===== config.mk =====
export PLATFORM = sky130hd
export DESIGN_NAME = nonce_sched_flat
export DESIGN_NICKNAME = d
export VERILOG_FILES = /design/src/rtl/nonce_sched_if.sv /design/src/rtl/nonce_sched.sv /design/src/flat_wrapper.sv
export SDC_FILE = /design/constraint.sdc
export NUM_CORES = 2
export LEC_CHECK = 0
export ABC_AREA = 1
export CAP_MARGIN = 25
export CORE_AREA = 2 2 671 673
export CTS_CLUSTER_DIAMETER = 30
export CTS_CLUSTER_SIZE = 10
export DETAILED_ROUTE_END_ITERATION = 10
export DIE_AREA = 0 0 673 675
export HOLD_SLACK_MARGIN = 0.02
export PLACE_DENSITY = 0.42
export SKIP_LAST_GASP = 1
export SYNTH_ARGS = -nofsm -noshare
export SYNTH_HDL_FRONTEND = slang
export SYNTH_SLANG_ARGS = --single-unit

===== constraint.sdc =====
create_clock -name clk -period 10.3 [get_ports clk]
set_input_delay 1.545 -clock clk [delete_from_list [all_inputs] [get_ports clk]]
set_output_delay 1.545 -clock clk [all_outputs]
set_load 0.05 [all_outputs]

===== src/rtl/nonce_sched_if.sv =====
// rtl/nonce_sched_if.sv - job, issue and result signals of the nonce scheduler
// The host side drives jobs and digests; the scheduler side issues blocks.
interface nonce_sched_if;
    logic         start;
    logic         abort;
    logic [255:0] midstate;
    logic [95:0]  tail;
    logic [31:0]  nonce_first;
    logic [31:0]  nonce_last;
    logic [255:0] target;
    logic         en;
    logic [511:0] M;
    logic [255:0] Hin;
    logic         hash_valid;
    logic [255:0] hash;
    logic         busy;
    logic         done;
    logic         found;
    logic [31:0]  found_nonce;

    modport master (
        output start, abort, midstate, tail, nonce_first, nonce_last, target,
        output hash_valid, hash,
        input  en, M, Hin, busy, done, found, found_nonce
    );

    modport slave (
        input  start, abort, midstate, tail, nonce_first, nonce_last, target,
        input  hash_valid, hash,
        output en, M, Hin, busy, done, found, found_nonce
    );
endinterface


===== src/rtl/nonce_sched.sv =====
// rtl/nonce_sched.sv - paces nonce blocks into a hash pipeline and matches results
// Issued nonces wait in a tag FIFO until their in-order digest returns.
module nonce_sched #(
    parameter int DELAY      = 16,
    parameter int FIFO_DEPTH = 8
) (
    input  logic         clk,
    input  logic         reset,
    nonce_sched_if.slave bus
);
    localparam int AW = (FIFO_DEPTH > 1) ? $clog2(FIFO_DEPTH) : 1;
    localparam int CW = (DELAY > 2) ? $clog2(DELAY) : 1;
    localparam logic [CW-1:0] GAP_LAST = CW'(DELAY - 2);
    localparam logic [AW:0]   FULL     = (AW + 1)'(FIFO_DEPTH);

    typedef enum logic [2:0] {
        S_IDLE,
        S_ISSUE,
        S_GAP,
        S_DRAIN,
        S_DONE
    } state_t;

    state_t        state_q, state_d;
    logic [31:0]   nonce_q, nonce_d;
    logic [31:0]   last_q, last_d;
    logic [95:0]   tail_q, tail_d;
    logic [255:0]  target_q, target_d;
    logic [CW-1:0] gap_cnt_q, gap_cnt_d;
    logic          stall_q, stall_d;
    logic          abort_q, abort_d;
    logic          found_q, found_d;
    logic [31:0]   found_nonce_q, found_nonce_d;
    logic [511:0]  m_q, m_d;
    logic [255:0]  hin_q, hin_d;
    logic [AW-1:0] wr_ptr_q, wr_ptr_d;
    logic [AW-1:0] rd_ptr_q, rd_ptr_d;
    logic [AW:0]   count_q, count_d;
    logic [31:0]   tag_q [FIFO_DEPTH];

    logic push, pop, hit, stop, busy;

    function automatic logic [511:0] build_m(input logic [95:0] t, input logic [31:0] n);
        return {t, n, 32'h8000_0000, 320'd0, 32'h0000_0280};
    endfunction

    always_comb begin
        state_d       = state_q;
        nonce_d       = nonce_q;
        last_d        = last_q;
        tail_d        = tail_q;
        target_d      = target_q;
        gap_cnt_d     = gap_cnt_q;
        stall_d       = stall_q;
        abort_d       = abort_q;
        found_d       = found_q;
        found_nonce_d = found_nonce_q;
        m_d           = m_q;
        hin_d         = hin_q;
        wr_ptr_d      = wr_ptr_q;
        rd_ptr_d      = rd_ptr_q;
        count_d       = count_q;

        busy = (state_q == S_ISSUE) || (state_q == S_GAP) || (state_q == S_DRAIN);
        push = (state_q == S_ISSUE);
        pop  = bus.hash_valid && (count_q != '0);
        hit  = pop && !found_q && (bus.hash <= target_q);
        // A hit in the very cycle of a gap decision must already block the next issue.
        stop = found_q || hit || abort_q || bus.abort;

        if (push) wr_ptr_d = wr_ptr_q + 1'b1;
        if (pop)  rd_ptr_d = rd_ptr_q + 1'b1;
        if (push && !pop) count_d = count_q + 1'b1;
        if (pop && !push) count_d = count_q - 1'b1;

        if (busy && bus.abort) abort_d = 1'b1;
        if (hit) begin
            found_d       = 1'b1;
            found_nonce_d = tag_q[rd_ptr_q];
        end

        case (state_q)
            S_IDLE, S_DONE: begin
                if (bus.start) begin
                    nonce_d       = bus.nonce_first;
                    last_d        = bus.nonce_last;
                    tail_d        = bus.tail;
                    target_d      = bus.target;
                    hin_d         = bus.midstate;
                    m_d           = build_m(bus.tail, bus.nonce_first);
                    found_d       = 1'b0;
                    found_nonce_d = '0;
                    abort_d       = 1'b0;
                    state_d       = S_ISSUE;
                end
            end
            S_ISSUE: begin
                gap_cnt_d = '0;
                stall_d   = 1'b0;
                state_d   = S_GAP;
            end
            S_GAP: begin
                if (stall_q) begin
                    // Nonce already advanced; only waiting for a free tag slot.
                    if (stop) begin
                        state_d = S_DRAIN;
                    end else if (count_q != FULL) begin
                        m_d     = build_m(tail_q, nonce_q);
                        state_d = S_ISSUE;
                    end
                end else if (gap_cnt_q == GAP_LAST) begin
                    if (stop || (nonce_q >= last_q)) begin
                        state_d = S_DRAIN;
                    end else begin
                        nonce_d = nonce_q + 32'd1;
                        if (count_q == FULL) begin
                            stall_d = 1'b1;
                        end else begin
                            m_d     = build_m(tail_q, nonce_q + 32'd1);
                            state_d = S_ISSUE;
                        end
                    end
                end else begin
                    gap_cnt_d = gap_cnt_q + 1'b1;
                end
            end
            S_DRAIN: begin
                if (count_q == '0) state_d = S_DONE;
            end
            default: state_d = S_IDLE;
        endcase
    end

    always_ff @(posedge clk or negedge reset) begin
        if (!reset) begin
            state_q       <= S_IDLE;
            nonce_q       <= '0;
            last_q        <= '0;
            tail_q        <= '0;
            target_q      <= '0;
            gap_cnt_q     <= '0;
            stall_q       <= 1'b0;
            abort_q       <= 1'b0;
            found_q       <= 1'b0;
            found_nonce_q <= '0;
            m_q           <= '0;
            hin_q         <= '0;
            wr_ptr_q      <= '0;
            rd_ptr_q      <= '0;
            count_q       <= '0;
        end else begin
            state_q       <= state_d;
            nonce_q       <= nonce_d;
            last_q        <= last_d;
            tail_q        <= tail_d;
            target_q      <= target_d;
            gap_cnt_q     <= gap_cnt_d;
            stall_q       <= stall_d;
            abort_q       <= abort_d;
            found_q       <= found_d;
            found_nonce_q <= found_nonce_d;
            m_q           <= m_d;
            hin_q         <= hin_d;
            wr_ptr_q      <= wr_ptr_d;
            rd_ptr_q      <= rd_ptr_d;
            count_q       <= count_d;
        end
    end

    // Tag storage needs no reset: occupancy alone defines valid entries.
    always_ff @(posedge clk) begin
        if (push) tag_q[wr_ptr_q] <= nonce_q;
    end

    assign bus.en          = (state_q == S_ISSUE);
    assign bus.busy        = busy;
    assign bus.done        = (state_q == S_DONE);
    assign bus.found       = found_q;
    assign bus.found_nonce = found_nonce_q;
    assign bus.M           = m_q;
    assign bus.Hin         = hin_q;
endmodule


===== src/flat_wrapper.sv =====
// flat-port wrapper written by rule: the top's interface ports become plain ports
module nonce_sched_flat 
#(
    parameter int DELAY      = 16,
    parameter int FIFO_DEPTH = 8
)
  (clk, reset, bus_start, bus_abort, bus_midstate, bus_tail, bus_nonce_first, bus_nonce_last, bus_target, bus_hash_valid, bus_hash, bus_en, bus_M, bus_Hin, bus_busy, bus_done, bus_found, bus_found_nonce);
  nonce_sched_if bus_i ();
  input  logic clk;
  input  logic reset;
  input wire logic [$bits(bus_i.start)-1:0] bus_start;
  input wire logic [$bits(bus_i.abort)-1:0] bus_abort;
  input wire logic [$bits(bus_i.midstate)-1:0] bus_midstate;
  input wire logic [$bits(bus_i.tail)-1:0] bus_tail;
  input wire logic [$bits(bus_i.nonce_first)-1:0] bus_nonce_first;
  input wire logic [$bits(bus_i.nonce_last)-1:0] bus_nonce_last;
  input wire logic [$bits(bus_i.target)-1:0] bus_target;
  input wire logic [$bits(bus_i.hash_valid)-1:0] bus_hash_valid;
  input wire logic [$bits(bus_i.hash)-1:0] bus_hash;
  output wire logic [$bits(bus_i.en)-1:0] bus_en;
  output wire logic [$bits(bus_i.M)-1:0] bus_M;
  output wire logic [$bits(bus_i.Hin)-1:0] bus_Hin;
  output wire logic [$bits(bus_i.busy)-1:0] bus_busy;
  output wire logic [$bits(bus_i.done)-1:0] bus_done;
  output wire logic [$bits(bus_i.found)-1:0] bus_found;
  output wire logic [$bits(bus_i.found_nonce)-1:0] bus_found_nonce;
  assign bus_i.start = bus_start;
  assign bus_i.abort = bus_abort;
  assign bus_i.midstate = bus_midstate;
  assign bus_i.tail = bus_tail;
  assign bus_i.nonce_first = bus_nonce_first;
  assign bus_i.nonce_last = bus_nonce_last;
  assign bus_i.target = bus_target;
  assign bus_i.hash_valid = bus_hash_valid;
  assign bus_i.hash = bus_hash;
  assign bus_en = bus_i.en;
  assign bus_M = bus_i.M;
  assign bus_Hin = bus_i.Hin;
  assign bus_busy = bus_i.busy;
  assign bus_done = bus_i.done;
  assign bus_found = bus_i.found;
  assign bus_found_nonce = bus_i.found_nonce;
  nonce_sched #(.DELAY(DELAY), .FIFO_DEPTH(FIFO_DEPTH)) u_core (.clk(clk), .reset(reset), .bus(bus_i));
endmodule

=== Yosys cells after proc, flatten, opt, wreduce, memory -nomap -nowiden ===
Memories as Yosys holds them, arrays and structs flattened.
Index checks and enable logic that the tools add are counted.

* Register bits: 1236
* Memories: 1
* Output and inout bits: 804
* Input bits: 933
* Bits in writable memories: 256

* Equality and inequality tests: 20
* Mux-type cells: 43
* $add $sub $neg: 6
* Magnitude comparators: 2
* Reduce and logical (&&, ||, !) cells: 27

{| class="wikitable"
|+ Memories
! memory !! depth !! width !! read ports !! clocked after memory_dff !! write ports !! line !! text
|-
| u_core.tag_q || 8 || 32 || 1 || 0 || 1 || nonce_sched.sv:39 || <nowiki>logic [31:0] tag_q [FIFO_DEPTH];</nowiki>
|}

{| class="wikitable"
|+ Operator list
! cell !! count
|-
| 2-to-1 mux 512 bit || 7
|-
| case mux 512 bit (2 select lines) || 1
|-
| less-or-equal comparator 256 bit || 1
|-
| 2-to-1 mux 32 bit || 7
|-
| case mux 32 bit (2 select lines) || 1
|-
| adder 32 x 1 -> 32 bit (second input constant) || 1
|-
| >= comparator 32 bit || 1
|-
| 2-to-1 mux 3 bit || 8
|-
| 2-to-1 mux 4 bit || 4
|-
| 2-to-1 mux 1 bit || 12
|-
| inequality test 2 bit (second input constant) || 6
|-
| case mux 3 bit (4 select lines) || 1
|-
| AND reduction 5 bit || 2
|-
| inequality test 3 x 2 -> 1 bit (second input constant) || 3
|-
| adder 4 x 1 -> 4 bit (second input constant) || 2
|-
| equality test 4 bit (second input constant) || 2
|-
| inequality test 4 bit (second input constant) || 2
|-
| case mux 4 bit (2 select lines) || 1
|-
| AND reduction 7 bit || 1
|-
| adder 3 x 1 -> 3 bit (second input constant) || 2
|-
| equality test 3 x 2 -> 1 bit (second input constant) || 2
|-
| logical AND 1 bit || 6
|-
| logical OR 1 bit || 6
|-
| inequality test 3 bit (second input constant) || 2
|-
| 13 further kinds || 17
|}

=== Logic depth before layout (Yosys ltp) ===
* Word-level depth: 12
* Gate-level depth with buffers: 26

=== Worst setup path before layout ===
Ideal clock, no wire load.

* Path kind: reg-to-reg
* Start point: reg u_core.state_q[2]
* End point: mem u_core.tag_q[2][0], enable pin
* Buffers on the path: 0
* Library setup time: 0.461 ns
* Arrival: 4.789 ns
* Cell stages (with the launch flop): 5
* Period minus slack after synthesis: 5.250 ns
* Slack: 5.050 ns
* Cell sequence: dfrtp_1 > nor3_1 > inv_1 > or2_2 > nor3_1

* Longest elaborated chain between the ends: 3

{| class="wikitable"
|+ Ends and longest elaborated chain
! item !! line !! text
|-
| start, declared || nonce_sched.sv:24 || <nowiki>state_t state_q, state_d;</nowiki>
|-
| start signal, assigned || nonce_sched.sv:152 || <nowiki>state_q <= state_d;</nowiki>
|-
| equality test 3 x 1 -> 1 bit || -- ||
|-
| named net bus_en || flat_wrapper.sv:20 || <nowiki>output wire logic [$bits(bus_i.en)-1:0] bus_en;</nowiki>
|-
| 2-to-1 mux 1 bit || nonce_sched.sv:172 || <nowiki>if (push) tag_q[wr_ptr_q] <= nonce_q;</nowiki>
|-
| 2-to-1 mux 1 bit (implied by the code) || nonce_sched.sv:172 ||
|-
| end, declared || nonce_sched.sv:39 ||
|}

The timed path passes the listed nets, and every way through them passes these cells.

=== Final worst setup path ===
* Start point: in bus_hash[44]
* End point: reg u_core.m_q[475], in the netlist u_core.bus.M[475]

* Longest elaborated chain between the ends: 8
* Elaborated cells on any way between the ends: 9

{| class="wikitable"
|+ Ends and longest elaborated chain
! item !! line !! text
|-
| start, declared || flat_wrapper.sv:19 || <nowiki>input wire logic [$bits(bus_i.hash)-1:0] bus_hash;</nowiki>
|-
| less-or-equal comparator 256 bit (*) || nonce_sched.sv:67 || <nowiki>hit = pop && !found_q && (bus.hash <= target_q);</nowiki>
|-
| logical AND 1 bit (*) || nonce_sched.sv:67 ||
|-
| logical OR 1 bit (*) (3 in series) || nonce_sched.sv:69 || <nowiki>stop = found_q || hit || abort_q || bus.abort;</nowiki>
|-
| logical OR 1 bit || nonce_sched.sv:112 || <nowiki>if (stop || (nonce_q >= last_q)) begin</nowiki>
|-
| inequality test 3 x 2 -> 1 bit (no source line) || -- ||
|-
| AND reduction 7 bit (no source line) (*) || -- ||
|-
| end signal, assigned || nonce_sched.sv:162 || <nowiki>m_q <= m_d;</nowiki>
|-
| end, declared || nonce_sched.sv:34 || <nowiki>logic [511:0] m_q, m_d;</nowiki>
|}

Mark *: on every way between the ends. The rest lies on a longest branch, timed or not.
A chain may end at the register's enable or synchronous reset.

==> impl_metrics.csv <==
group,metric,value,unit
synth,async_flop_share,76.92,%
sta,setup_ws,4243,ps
hold_path,hold_class,"reg -> reg",
floorplanning,die_w,673,um
critical_path,ff2ff_path_depth,13,
critical_path,crit_path_start_kind,"input pin",
global_route,grt_pass1_vias,46720,
critical_path,crit_start,"bus_hash[44]",
job,maxCapViolCount,0,
critical_path,endpoint_kind,"flop",
route,wl_met1,149500,um
cts,h-tree-depth,5,
route,dr.pass1.iters,6,
cts,clk_path_buf_depth,4,
critical_path,r2r_end,"u_core.bus.M[475]",
power,vdd_drop_max,0.1833,mV
hold_path,min_to,"u_core.bus.Hin[114]",
global_route,grt_max_degree,176,
sta,setup-violations-final,0,
route,highest_layer,"met5",
route,wl_met3,43020,um
route,wl_met2,144300,um
cts,cts_resized,0,
floorplanning,pin_count,1737,
synth,ys_warn_count,0,
sta,slew-limit-headroom,21.21,%
critical_path,rr_startpoint,"u_core.nonce_q[27]",
critical_path,cp.arrival,6800,ps
floorplanning,core-area,447200,um2
global_route,grtUsageTotal,14.63,%
synth,syn_area,55000,um2
sta,fin_setup_tns,0,ps
critical_path,crit_type,"in -> reg",
layout,area_delta_synth_final,58.61,%
critical_path,crit_fanout,88,
synth,synth_top_cells_by_count,"nand2_1 (1909), dfrtp_1 (853), o21ai_0 (631)",
cts,clkTransAtPathRegs,40,ps
route,vias,48000,
hold_path,whs_path_depth,2,
placement,routabilityCongestion,0.9092,
synth,synth-seq-area-share,52.79,%
synth,synth_edf_count,256,
sta,hold_ws,465.1,ps
synth,synth_ff_type,"dfrtp_1",
synth,avgSynthCellArea,9.078,um2
synth,synth_top_area_cell,"dfrtp_1",
power,p_leak,37.96,nW
status,status,"completed",
synth,synthCells,6058,
synth,synth_top_area_share,38.81,%
cts,cts.hold.buffers_added,0,
sta,fmax,0.1651,GHz
sta,period_needed,6057,ps
placement,post-place-ws,3070,ps
placement,place.port_buffers,1355,
sta,tightest_slew,1178,ps
route,first_iter_violations,3578,
floorplanning,dieArea,454300,um2
floorplanning,die_height,675,um
synth,ys_seq_elements,1109,
critical_path,rrSetupSlack,4670,ps
sta,fin_skew,89.19,ps
layout,layout-drive-gt1-share,10.47,%
route,drc,0,
synth,ys_types,54,
synth,synth.most_common_cell,"nand2_1",
sta,fin_crit_sh,58.81,%
global_route,antenna_found_initial,213,
route,viasPerCell,3.455,
global_route,grt_pass1_wl,446100,um
critical_path,critical_path_required,11040,ps
global_route,overflow,0,
floorplanning,rows,246,
cts,clock_latency,910,ps
sta,grt_setup_unrepaired,"false",
cts,cts_buffers,373,
cts,cts_sinks,1109,
sta,timing_hold_violations_final,0,
route,wl_per_cell,24.83,um
synth,synth.area.top_cells,"dfrtp_1 (39%), edfxtp_1 (14%), nand2_1 (13%), ha_1 (6.7%), o21ai_0 (5.7%)",
route,drt_wl_total,345000,um
floorplanning,initial_core_util,12.30,%
cts,cts_tree,"done",
cts,cts_root_buffer,"clkbuf_16",
route,ant_nets,0,
cts,cts_setup_buffers,0,
power,p_per_area,368.3,nW/um2
sta,maxSlewViolCount,0,
layout,nets,8790,
hold_path,min_from,"u_core.bus.Hin[114]",
placement,dp_hpwl,280100,um
==> sequential cells by signal (all words and copies together), names as in the netlist, 4 cells and up <==
signal                  count
u_core.bus.Hin            256
u_core.tag_q              256
u_core.target_q           256
u_core.bus.M              129
u_core.tail_q              96
u_core.bus.found_nonce     32
u_core.last_q              32
u_core.nonce_q             32
u_core.count_q              4
u_core.gap_cnt_q            4
==> cell type report <==
type / count / area [um2]
fill: 49370 / 360000
sequential: 1109 / 29040
clock inverter: 120 / 1883
antenna: 74 / 185.2
multi-input combinational: 4160 / 21370
timing repair buffer: 1421 / 14380
clock buffer: 563 / 11050
inverter: 495 / 1871
tap: 5952 / 7447
==> placed cells by master, fill, tap and decap left out, types with 6 or more instances in the layout <==
cell / count
a32oi_1: 32
o211ai_1: 21
inv_1: 490
o21ai_0: 631
dfrtp_1: 851
clkdlybuf4s50_1: 1341
nor2_2: 16
clkbuf_8: 98
mux2i_1: 32
ha_1: 296
a21boi_0: 24
nand2_2: 105
o21ai_1: 17
nor3_1: 22
inv_16: 6
edfxtp_1: 256
buf_16: 10
clkinv_2: 48
nand3_1: 38
buf_4: 56
a21o_1: 6
a21oi_1: 205
conb_1: 381
xor2_1: 32
buf_12: 11
nor3_2: 9
nor2_1: 131
clkbuf_16: 374
nand4_1: 160
bufinv_16: 29
diode_2: 74
clkbuf_1: 91
nand2_1: 1908
clkinv_16: 17
o21bai_1: 6
o221ai_1: 37
clkinv_1: 11
o21a_1: 8
==> stage by stage <==
stage          util, %  total power [W]  area [um2]  cells
2_1_floorplan        -          0.01512       56420   6438
3_3_place_gp     16.50          0.02078       73790  13130
3_5_place_dp     16.56          0.02090       74060  13140
4_1_cts          19.45          0.03265       86990  13820
5_1_grt          19.47          0.03393       87070  13830
6_report         19.50          0.03212       87230  13890
==> routing by layer <==
| metal | global-route usage, % | up-vias |
|---|---|---|
| met2 | 21.18 | 1946 |
| met4 | 3.266 | 124 |
| li1 | - | 22360 |
| met5 | 0.3295 | - |
| met1 | 18.59 | 23020 |
| met3 | 8.338 | 544 |
==> kinds of logic (layout without fill, tap and decap cells) <==
kind of cell | after synthesis | in the layout | synth area share (%)
and+or+nand+nor | 2419 | 2419 | 18.30
buffers and inverters | 1169 | 2599 | 11.11
DFF | 1109 | 1109 | 52.79
AOI/OAI and AO/OA | 995 | 995 | 9.867
adders and majority gates | 297 | 297 | 6.771
xor gates and xnor gates | 36 | 36 | 0.5733
muxes | 32 | 32 | 0.5824
other | 1 | 455 | 0.006819
==> how the worst max path moves through the flow <==
stage | endpoint | slack, ps | cells after the start
4_1_cts | u_core.bus.M[475] | 4090 | 21
6_report | u_core.bus.M[475] | 4240 | 21
3_5_place_dp | u_core.bus.M[447] | 3070 | 21
5_1_grt | u_core.bus.M[475] | 3800 | 21
2_1_floorplan | u_core.tag_q[2][0] | 5050 | 4
3_3_place_gp | u_core.bus.M[464] | 2130 | 20
==> power by group <==
part	internal (W)	total, W	switching (W)
clock network	0.00805	0.0115	0.00343
logic	0.00365	0.0131	0.00944
registers	0.00641	0.00756	0.00115
total	0.0181	0.0321	0.0140
==> worst max-delay path, stage by stage <==
cell,delay [ps]
clkdlybuf4s50_1,490
ha_1,320
nand2_1,60
nor3_1,370
nand3_1,150
nor2_2,160
buf_8,180
nand2_1,70
nand2_1,450
nand2_1,100
nand2_1,90
nand2_1,50
nand2_1,70
nand2_2,120
nand2_4,130
nand4_1,200
nand2_8,580
nand3_4,740
buf_12,540
nand2_2,140
nand2_1,50
No activity file was read; power rests on OpenSTA's default activity.
